===== config.mk =====
export PLATFORM = sky130hd
export DESIGN_NAME = fifo_wr_arbiter_flat
export DESIGN_NICKNAME = d
export VERILOG_FILES = /design/src/rtl/fifo_wr_arbiter_if.sv /design/src/rtl/fifo_wr_arbiter.sv /design/src/flat_wrapper.sv
export SDC_FILE = /design/constraint.sdc
export NUM_CORES = 1
export LEC_CHECK = 0
export ABC_AREA = 0
export BUFFER_PORTS_ARGS = -buffer_cell sky130_fd_sc_hd__buf_2
export CAP_MARGIN = 20
export CORE_ASPECT_RATIO = 1.5
export CORE_MARGIN = 8
export CORE_UTILIZATION = 45
export CTS_BUF_LIST = sky130_fd_sc_hd__clkbuf_2 sky130_fd_sc_hd__clkbuf_4 sky130_fd_sc_hd__clkbuf_8
export CTS_CLUSTER_DIAMETER = 30
export CTS_CLUSTER_SIZE = 28
export DETAILED_ROUTE_END_ITERATION = 8
export HOLD_SLACK_MARGIN = 0.03
export MAX_ROUTING_LAYER = met4
export PLACE_DENSITY_LB_ADDON = 0.12
export RECOVER_POWER = 50
export SLEW_MARGIN = 40
export SYNTH_ARGS = -nofsm -noshare
export SYNTH_HDL_FRONTEND = slang
export SYNTH_SLANG_ARGS = --single-unit

===== constraint.sdc =====
create_clock -name clk -period 1.9 [get_ports clk]
set_input_delay 0.38 -clock clk [delete_from_list [all_inputs] [get_ports clk]]
set_output_delay 0.38 -clock clk [all_outputs]
set_load 0.05 [all_outputs]

===== src/rtl/fifo_wr_arbiter_if.sv =====
// fifo_wr_arbiter_if: requester and fifo write-port bundle for fifo_wr_arbiter
//   master: requester/fifo side, drives req, din_bus, last, fifo_full
//   slave : arbiter side, drives gnt, ack, fifo_wr_en, fifo_din, owner, busy
interface fifo_wr_arbiter_if #(
   parameter int NUM_REQ    = 4,
   parameter int data_width = 8,
   parameter int idx_width  = $clog2(NUM_REQ)
);
   logic [NUM_REQ-1:0]            req;
   logic [NUM_REQ*data_width-1:0] din_bus;
   logic [NUM_REQ-1:0]            last;
   logic                          fifo_full;
   logic [NUM_REQ-1:0]            gnt;
   logic [NUM_REQ-1:0]            ack;
   logic                          fifo_wr_en;
   logic [data_width-1:0]         fifo_din;
   logic [idx_width-1:0]          owner;
   logic                          busy;
   modport master (
      output req, din_bus, last, fifo_full,
      input  gnt, ack, fifo_wr_en, fifo_din, owner, busy
   );
   modport slave (
      input  req, din_bus, last, fifo_full,
      output gnt, ack, fifo_wr_en, fifo_din, owner, busy
   );
endinterface


===== src/rtl/fifo_wr_arbiter.sv =====
// fifo_wr_arbiter: round-robin burst arbiter sharing one fifo write port among NUM_REQ requesters
//   clk, rst : clock and asynchronous active-high reset
//   bus      : slave side of fifo_wr_arbiter_if (req/din_bus/last/fifo_full in,
//              gnt/ack/fifo_wr_en/fifo_din/owner/busy out)
module fifo_wr_arbiter #(
   parameter int NUM_REQ    = 4,
   parameter int data_width = 8,
   parameter int MAX_BURST  = 16,
   parameter int idx_width  = $clog2(NUM_REQ),
   parameter int cnt_width  = $clog2(MAX_BURST) + 1
) (
   input logic               clk,
   input logic               rst,
   fifo_wr_arbiter_if.slave  bus
);
   typedef enum logic {IDLE, BURST} state_t;
   state_t                 r_state, w_state;
   logic [NUM_REQ-1:0]     r_gnt, w_gnt;
   logic [idx_width-1:0]   r_owner, w_owner, r_rr_ptr, w_rr_ptr, w_pick, w_idx;
   logic [cnt_width-1:0]   r_beat_cnt, w_beat_cnt;
   logic                   w_found, w_accept, w_end;
   // scan from farthest to nearest so the requester closest after rr_ptr is the final winner
   always_comb begin
      w_found = 1'b0;
      w_pick  = '0;
      w_idx   = '0;
      for (int k = NUM_REQ; k >= 1; k--) begin
         w_idx = idx_width'((int'(r_rr_ptr) + k) % NUM_REQ);
         if (bus.req[w_idx]) begin
            w_found = 1'b1;
            w_pick  = w_idx;
         end
      end
   end
   assign w_accept       = (r_state == BURST) & bus.req[r_owner] & ~bus.fifo_full;
   // a dropped req ends the burst even while the fifo is full
   assign w_end          = (r_state == BURST) & (~bus.req[r_owner] |
                           (w_accept & (bus.last[r_owner] | r_beat_cnt == cnt_width'(MAX_BURST - 1))));
   assign bus.fifo_wr_en = w_accept;
   assign bus.ack        = w_accept ? NUM_REQ'(1) << r_owner : '0;
   assign bus.fifo_din   = (r_state == BURST) ? bus.din_bus[r_owner*data_width +: data_width] : '0;
   assign bus.gnt        = r_gnt;
   assign bus.owner      = r_owner;
   assign bus.busy       = r_state == BURST;
   always_comb begin
      w_state    = r_state;
      w_gnt      = r_gnt;
      w_owner    = r_owner;
      w_rr_ptr   = r_rr_ptr;
      w_beat_cnt = w_accept ? r_beat_cnt + cnt_width'(1) : r_beat_cnt;
      if (r_state == IDLE && w_found) begin
         w_state    = BURST;
         w_gnt      = NUM_REQ'(1) << w_pick;
         w_owner    = w_pick;
         w_beat_cnt = '0;
      end
      if (w_end) begin
         w_state  = IDLE;
         w_gnt    = '0;
         w_rr_ptr = r_owner;
      end
   end
   always_ff @(posedge clk or posedge rst) begin
      if (rst) begin
         r_state    <= IDLE;
         r_gnt      <= '0;
         r_owner    <= '0;
         r_rr_ptr   <= idx_width'(NUM_REQ - 1);
         r_beat_cnt <= '0;
      end else begin
         r_state    <= w_state;
         r_gnt      <= w_gnt;
         r_owner    <= w_owner;
         r_rr_ptr   <= w_rr_ptr;
         r_beat_cnt <= w_beat_cnt;
      end
   end
endmodule

===== src/flat_wrapper.sv =====
// flat-port wrapper written by rule: the top's interface ports become plain ports
module fifo_wr_arbiter_flat 
#(
   parameter int NUM_REQ    = 4,
   parameter int data_width = 8,
   parameter int MAX_BURST  = 16,
   parameter int idx_width  = $clog2(NUM_REQ),
   parameter int cnt_width  = $clog2(MAX_BURST) + 1
)
  (clk, rst, bus_req, bus_din_bus, bus_last, bus_fifo_full, bus_gnt, bus_ack, bus_fifo_wr_en, bus_fifo_din, bus_owner, bus_busy);
  fifo_wr_arbiter_if #(.NUM_REQ(NUM_REQ), .data_width(data_width), .idx_width(idx_width)) bus_i ();
  input logic clk;
  input logic rst;
  input wire logic [$bits(bus_i.req)-1:0] bus_req;
  input wire logic [$bits(bus_i.din_bus)-1:0] bus_din_bus;
  input wire logic [$bits(bus_i.last)-1:0] bus_last;
  input wire logic [$bits(bus_i.fifo_full)-1:0] bus_fifo_full;
  output wire logic [$bits(bus_i.gnt)-1:0] bus_gnt;
  output wire logic [$bits(bus_i.ack)-1:0] bus_ack;
  output wire logic [$bits(bus_i.fifo_wr_en)-1:0] bus_fifo_wr_en;
  output wire logic [$bits(bus_i.fifo_din)-1:0] bus_fifo_din;
  output wire logic [$bits(bus_i.owner)-1:0] bus_owner;
  output wire logic [$bits(bus_i.busy)-1:0] bus_busy;
  assign bus_i.req = bus_req;
  assign bus_i.din_bus = bus_din_bus;
  assign bus_i.last = bus_last;
  assign bus_i.fifo_full = bus_fifo_full;
  assign bus_gnt = bus_i.gnt;
  assign bus_ack = bus_i.ack;
  assign bus_fifo_wr_en = bus_i.fifo_wr_en;
  assign bus_fifo_din = bus_i.fifo_din;
  assign bus_owner = bus_i.owner;
  assign bus_busy = bus_i.busy;
  fifo_wr_arbiter #(.NUM_REQ(NUM_REQ), .data_width(data_width), .MAX_BURST(MAX_BURST), .idx_width(idx_width), .cnt_width(cnt_width)) u_core (.clk(clk), .rst(rst), .bus(bus_i));
endmodule

=== Yosys cells after proc, flatten, opt, wreduce, memory -nomap -nowiden ===
Cells that the tools add are included.

* Register bits after elaboration: 14
* Input port bits: 43
* Output and inout bits: 20
* Word-level logic and storage cells: 59

* Add/sub/neg operators: 5
* Magnitude comparators: 5
* Equality and inequality tests: 1
* Shift operators: 3
* Muxes and demuxes: 28
* Bitwise operators: 9
* Reductions and logical operators: 3

{| class="wikitable"
|+ Operator list
! kind !! number
|-
| $shiftx 32x6->8 || 1
|-
| $lt 2x3->1 const B || 5
|-
| $bmux 1 s2 || 6
|-
| $mux 1 || 12
|-
| $mux 4 || 3
|-
| $mux 5 || 2
|-
| $mux 2 || 4
|-
| $mux 8 || 1
|-
| $shl 1x2->4 const A || 2
|-
| $add 5x1->5 const B || 1
|-
| $eq 5x4->1 const B || 1
|-
| $add 2x1->2 const B || 2
|-
| $add 2x2->2 const B || 2
|-
| $and 1x1->1 || 4
|-
| $reduce_bool 2->1 || 2
|-
| $not 1->1 || 3
|-
| $or 1x1->1 || 2
|-
| $logic_and 1x1->1 || 1
|}

=== Depth between registers and ports, before layout ===
Gate-level depths: netlist of run 1.

* Depth after elaboration: 10
* Gate-level depth with buffers: 7
* Mapped depth without buffers: 7

=== Worst setup path before layout of run 1 ===
Ideal clock, no wire load.

* Kind: register -> output
* Start point: register u_core.r_owner[1] (netlist: u_core.bus.owner[1])
* End point: output port bus_ack[0]
* Data arrival time: 2.557 ns
* Required time: 1.520 ns
* Slack: -1.037 ns
* Cell stages (with the launch flop): 4
* Buffers on the path: 2
* Cell sequence: dfrtp_1 buf_2 buf_1 nor4bb_1

* Word-level cells in the longest chain between the ends: 5
* Elaborated cells on any way between the ends: 6
* Those cells by class: shift: 1; mux: 3; bitwise: 2

{| class="wikitable"
|+ Ends and longest elaborated chain
! item !! RTL line !! source
|-
| start: declaration || fifo_wr_arbiter.sv:19 || <nowiki>logic [idx_width-1:0] r_owner, w_owner, r_rr_ptr, w_rr_ptr, w_pick, w_idx;</nowiki>
|-
| start signal: assignment || fifo_wr_arbiter.sv:73 || <nowiki>r_owner <= w_owner;</nowiki>
|-
| $bmux 1 s2 || fifo_wr_arbiter.sv:35 || <nowiki>assign w_accept = (r_state == BURST) & bus.req[r_owner] & ~bus.fifo_full;</nowiki>
|-
| $mux 1 (implied by the code) || fifo_wr_arbiter.sv:35 ||
|-
| $and 1x1->1 (2 in a row) || fifo_wr_arbiter.sv:35 ||
|-
| $mux 4 (*) || fifo_wr_arbiter.sv:40 || <nowiki>assign bus.ack = w_accept ? NUM_REQ'(1) << r_owner : '0;</nowiki>
|-
| end: declaration || flat_wrapper.sv:19 || <nowiki>output wire logic [$bits(bus_i.ack)-1:0] bus_ack;</nowiki>
|}

Every way passes the cells marked *; elsewhere a longest branch is shown, timed or not. The select of a mux whose other input is x is not followed.

=== Final worst setup path of run 1 ===
* Start point: register u_core.r_owner[0] (netlist: u_core.bus.owner[0])
* End point: output port bus_fifo_din[7]

* Word-level cells in the longest chain between the ends: 2

{| class="wikitable"
|+ Ends and longest elaborated chain
! item !! RTL line !! source
|-
| $shiftx 32x6->8 || fifo_wr_arbiter.sv:41 || <nowiki>assign bus.fifo_din = (r_state == BURST) ? bus.din_bus[r_owner*data_width +: data_width] : '0;</nowiki>
|-
| $mux 8 || fifo_wr_arbiter.sv:41 ||
|-
| end: declaration || flat_wrapper.sv:21 || <nowiki>output wire logic [$bits(bus_i.fifo_din)-1:0] bus_fifo_din;</nowiki>
|}

No other way between the ends.

==> results.ini, run 1 <==
[sta]
setup-violations-final=9
slew_headroom_pct=60.08
worst_slew_pin_slew_ns=0.6014
finalCriticalPeriod_ns=2.015
fin_crit_sh_pct=106.1
setup_tns_ns=-0.8699
setup_ws_ns=-0.1153
rsz0062_at_grt=yes
fmax_ghz=0.4962
hold_viol=0
drv_slew=0
skew_ns=0.006602

[routing]
dr.first_iter.drc_count=15
viasPerCell=5.531
drc_errors=0
vias=1084
drt-pass1-iter-count=4
ant_nets=0
wl_per_cell_um=16.66
finalWirelength_um=3266

[critical_path]
worst_ep_arrival_time_ns=1.64
worstPathRequired_ns=1.52
end_kind=primary output
r2r_setup_slack_ns=0.08
rr_startpoint=u_core.bus.owner[1]
path_class=reg2out
cp_max_fo=6
rr_endpoint=u_core.r_rr_ptr[0]
ff2ff_path_depth=4
cp-start-kind=flip-flop

[finish]
final_cells=196
final_util_pct=71.37
nets=218
finalInstanceArea_um2=1709
diodes=0
drive_above_1_share_pct=64.53
final_common_cell=buf_2
area_growth_pct=52.46
layout_common_cells=47 x buf_2, 13 x buf_4, 9 x mux4_2, 9 x and2_4, 9 x dfrtp_1

[die]
start_util_pct=46.81
dieArea_um2=4378
rows=22
fp.dieW_um=56.76
coreArea_um2=2395
io_pins=63
die_y_um=77.13

[global_route]
grt_pass1_wl_um=5126
grt_pass1_vias=1121
gr-usage-met3_pct=3.624
grt_use_total_pct=14.04
grt_use_met1_pct=15.45
busiest_layer=met2
antenna_found_initial=0
grt_overflow_total=0
grt_use_met2_pct=24.01
grt_max_degree=19

[logic_synthesis]
ys_warn_count=0
synth_cells=98
ys_types=38
syn_nets=143
ys_ff_latch=14
syn_area_um2=1121
seq_area_frac_synth_pct=31.47
syn_avg_cell_area_um2=11.44

[clock_tree]
path_clk_slew_ns=0.09
cts.sinks=14
cts_max_level=1
cts_root_buffer=clkbuf_4
clk_path_buf_depth=2
numCtsBuffers=3
clock_latency_ns=0.27
cts_tree=yes

[placed_design]
dpl.hpwl_um=2487
place_congestion=0.8435
io_buffers=62
dpl-instance-area_um2=1519
dp_cells=186

[status]
violations=negative setup slack
outcome=finished, violations left

[power]
vdd_drop_max_mv=1.094
pwr_density_cell_nw_per_um2=1839
leakagePower_uw=0.0008425

[min_path]
hold_path.class=in2async

[job]
drv_cap=0

## metal layers
layer  share of wire (%)  up-vias
li1                    -      514
met2                  53       45
met3                 7.8        2
met4                0.37        0
met5                   0        -
met1                  39      523
## layout make-up
class                      count  area [um^2]
multi-input combinational     74        753.2
fill                         168        685.7
timing repair buffer          77        521.8
sequential                    14        356.6
clock buffer                   4        36.28
tap                           24        30.03
inverter                       3        11.26
## flip-flops by register name, indices dropped and copies added (netlist names)
name               flops
u_core.r_rr_ptr        2
u_core.bus.busy        1
u_core.r_beat_cnt      5
u_core.bus.gnt         4
u_core.bus.owner       2
## worst max-delay path, stage by stage (launching register included)
cell and delay [ns]:
dfrtp_2 0.42, buf_12 0.14, mux4_2 0.49, and2_4 0.18, buf_8 0.14
## metrics by stage
| stage | total power [uW] | hold slack, ns | setup slack [ns] |
|---|---|---|---|
| detailed placement | 2537 | 0.4458 | -0.02522 |
| finish | 3143 | 0.1215 | -0.1153 |
| CTS | 3130 | 0.1392 | -0.1104 |
| global placement | 2504 | 0.4391 | -0.003791 |
| floorplan | 2151 | 0.2676 | -0.03385 |
| global route | 3324 | 0.1636 | -0.1773 |
## worst max path at each step
stage	startpoint	endpoint	slack, ns	cells past startpoint
finish	u_core.bus.owner[0]	bus_fifo_din[7]	-0.12	4
global route	u_core.bus.owner[0]	bus_fifo_din[7]	-0.18	4
CTS	u_core.bus.owner[0]	bus_fifo_din[7]	-0.11	4
detailed placement	u_core.bus.owner[0]	bus_fifo_din[2]	-0.03	3
global placement	u_core.bus.owner[0]	bus_fifo_din[1]	-0.004	3
floorplan	u_core.bus.owner[0]	bus_fifo_wr_en	-0.03	4
## repair_timing
action,in CTS,in global routing
gates resized for setup,35,7
pin swaps,5,2
buffers inserted,4,2
endpoints found under the setup margin,16,17
endpoints found under the hold margin,0,0
hold buffers,0,0
## logic make-up (layout without fill, tap and decap cells)
kind of cell               after synthesis  count (layout)  synth area share (%)
AOI/OAI and AO/OA                       18              18                 13.95
xor gates and xnor gates                 2               2                 1.563
adders and majority gates                2               2                 2.232
buffers and inverters                   10              84                 4.910
DFF                                     14              14                 31.47
muxes                                   16              16                 26.56
and+or+nand+nor                         36              36                 19.31
## cells in the mapped netlist
cell | number | area, um^2
dfrtp_1 | 12 | 300.3
nand2_1 | 5 | 18.77
buf_2 | 2 | 10.01
nor2b_4 | 1 | 13.76
inv_1 | 3 | 11.26
buf_6 | 2 | 22.52
buf_1 | 1 | 3.750
clkbuf_1 | 2 | 7.510
a211oi_2 | 1 | 12.51
ha_1 | 2 | 25.02
nor2_1 | 8 | 30.03
nor2b_1 | 1 | 6.260
and4b_1 | 2 | 20.02
a32o_1 | 4 | 40.04
o21ai_0 | 2 | 10.01
a21o_1 | 3 | 22.52
nand3b_1 | 1 | 7.510
and2_1 | 9 | 56.30
mux4_2 | 5 | 112.6
a31oi_4 | 1 | 21.27
mux2_4 | 2 | 30.03
xor2_1 | 1 | 8.760
a31oi_1 | 2 | 12.51
nand3_1 | 1 | 5.000
a21boi_0 | 1 | 7.510
a31o_2 | 1 | 8.760
o21a_1 | 1 | 7.510
dfstp_2 | 2 | 52.55
nand2b_1 | 3 | 18.77
and2_4 | 1 | 8.760
xnor2_1 | 1 | 8.760
nor4bb_1 | 1 | 10.01
o22a_1 | 1 | 8.760
and4_1 | 1 | 8.760
mux2i_1 | 5 | 50.05
mux4_1 | 4 | 105.1
and3_1 | 2 | 12.51
a21oi_1 | 1 | 5.000
## power by group
part / total, uW / switching, uW / internal (uW)
sequential: 584 / 148 / 435
clock: 207 / 90.6 / 116
combinational: 2350 / 1250 / 1110
Note: power is estimated with default switching activity, not from simulation.
==> inputs of run 2 (changes only) <==
- CORE_ASPECT_RATIO: 1.5 -> unset
- CORE_MARGIN: 8 -> 5
==> results.ini, run 2 (synthesis gave the netlist of run 1 again) <==
[status]
violations=negative setup slack
outcome=finished, violations left

[critical_path]
rr_startpoint=u_core.r_beat_cnt[0]
cp-startpoint=u_core.bus.owner[0]
worst_ep_arrival_time_ns=1.66
path_class=reg2out
cp_max_fo=3
cp-start-kind=flip-flop
worstPathRequired_ns=1.52
end_kind=primary output

[power]
vdd_drop_max_mv=1.271
leakagePower_uw=0.0008213
power.share.sequential_pct=18.8
pwr_density_cell_nw_per_um2=1848
p_int_uw=1634
p_sw_share_pct=47.85
switchingPower_uw=1499
clkPwrFrac_pct=6.7
combPwrFrac_pct=74.5

[routing]
drc_errors=0
routed.top_layer=met4
viasPerCell=5.371
drt-met1-wl_um=1211
ant_nets=0
dr.first_iter.drc_count=26
wl_met2_um=1549
finalWirelength_um=3173
wl_per_cell_um=16.11
vias=1058
met3_length_um=366
drt-pass1-iter-count=3

[sta]
hold_viol=0
finalCriticalPeriod_ns=2.039
setup_ws_ns=-0.1390
worst_slew_pin_slew_ns=0.5979
skew_ns=0.008275
setup-violations-final=9
holdWs_ns=0.1097
fmax_ghz=0.4904
drv_slew=0
rsz0062_at_grt=yes
slew_headroom_pct=60.31
fin_crit_sh_pct=107.3

[finish]
nets=213
layout_common_cells=47 x buf_2, 9 x mux4_2, 9 x and2_4, 9 x dfrtp_1, 8 x buf_8
finalInstanceArea_um2=1695
final_common_cell=buf_2
diodes=0
num-fill-cells=192
largest_register_ff_count=5
drive_above_1_share_pct=65.27
largest_register=u_core.r_beat_cnt
area_growth_pct=51.23

[global_route]
grt_overflow_total=0
grt_pass1_vias=1116
grt_use_total_pct=18.44
grt_pass1_wl_um=4857
grt_max_degree=19
antenna_found_initial=0

[min_path]
hold_path.class=in2async

[clock_tree]
cts_max_level=1
path_clk_slew_ns=0.08
numCtsBuffers=3
holdBufCountCts=0
cts.sinks=14
cts_root_buffer=clkbuf_4
clock_latency_ns=0.28
cts_tree=yes
clk_path_buf_depth=2

[placed_design]
dpl.hpwl_um=2466
io_buffers=62
dpl-instance-area_um2=1511
place_congestion=0.7408

[die]
coreArea_um2=2432
rows=18
fp.dieW_um=59.91
start_util_pct=46.09
die_y_um=59.91
io_pins=63
dieArea_um2=3589

[job]
drv_cap=0

==> run 2: cell types whose count changed in the layout (fill, tap and decap cells not counted), sizes merged <==
cell,delta
clkbuf,-1
buf,-4
==> run 2: per-layer routing <==
metal	vias to the layer above	track usage [%]
li1	505	-
met3	5	3.888
met5	-	-
met1	495	22.85
met4	0	5.696
met2	53	30.09
==> run 2: what timing repair did <==
item / 4_1_cts / 5_1_grt
endpoints found under the hold margin: 0 / 0
gates resized for setup: 37 / 15
endpoints found under the setup margin: 16 / 19
buffers inserted: 3 / 0
pin swaps: 7 / 3
==> run 2: layout make-up <==
cell class | count | area (um^2) | share of cell area [%]
clock buffer | 4 | 36.28 | 2.140
inverter | 3 | 11.26 | 0.6642
multi-input combinational | 74 | 760.7 | 44.87
sequential | 14 | 359.1 | 21.18
tap | 30 | 37.54 | 2.214
timing repair buffer | 72 | 490.5 | 28.93
==> run 2: worst paths after layout <==
check,end,slack [ns],cells past startpoint
worst max register to register,u_core.r_rr_ptr[1],0.08,7
worst max-delay path,bus_fifo_wr_en,-0.14,4
worst min-delay path,u_core.r_beat_cnt[1],0.11,2
worst min register to register,u_core.r_beat_cnt[2],0.50,1
min in group clk,u_core.r_beat_cnt[2],0.50,1
max in group asynchronous,u_core.bus.owner[1],1.40,2
==> run 2: worst max-delay path, stage by stage (launching register included) <==
cell     delay (ns)
dfrtp_2        0.40
buf_6          0.13
mux4_2         0.53
and2_4         0.17
buf_6          0.15
==> run 2: through the flow <==
stage	setup TNS, ns	std cells	power [uW]	util (%)	setup slack, ns
2_1_floorplan	-0.1568	98	2151	-	-0.03385
3_3_place_gp	0	190	2481	62.14	0.02546
3_5_place_dp	-0.02739	190	2526	62.14	-0.01656
4_1_cts	-0.8194	197	3094	68.06	-0.1484
5_1_grt	-1.292	197	3310	69.70	-0.1919
6_report	-0.8257	197	3133	69.70	-0.1390
==> run 2: power groups by stage <==
| stage | Sequential [uW] | Clock (uW) | Combinational (uW) |
|---|---|---|---|
| 5_1_grt | 611 | 231 | 2470 |
| 4_1_cts | 580 | 220 | 2290 |
| 3_3_place_gp | 612 | 0 | 1870 |
| 6_report | 588 | 211 | 2330 |
| 3_5_place_dp | 623 | 0 | 1900 |
| 2_1_floorplan | 766 | 0 | 1390 |
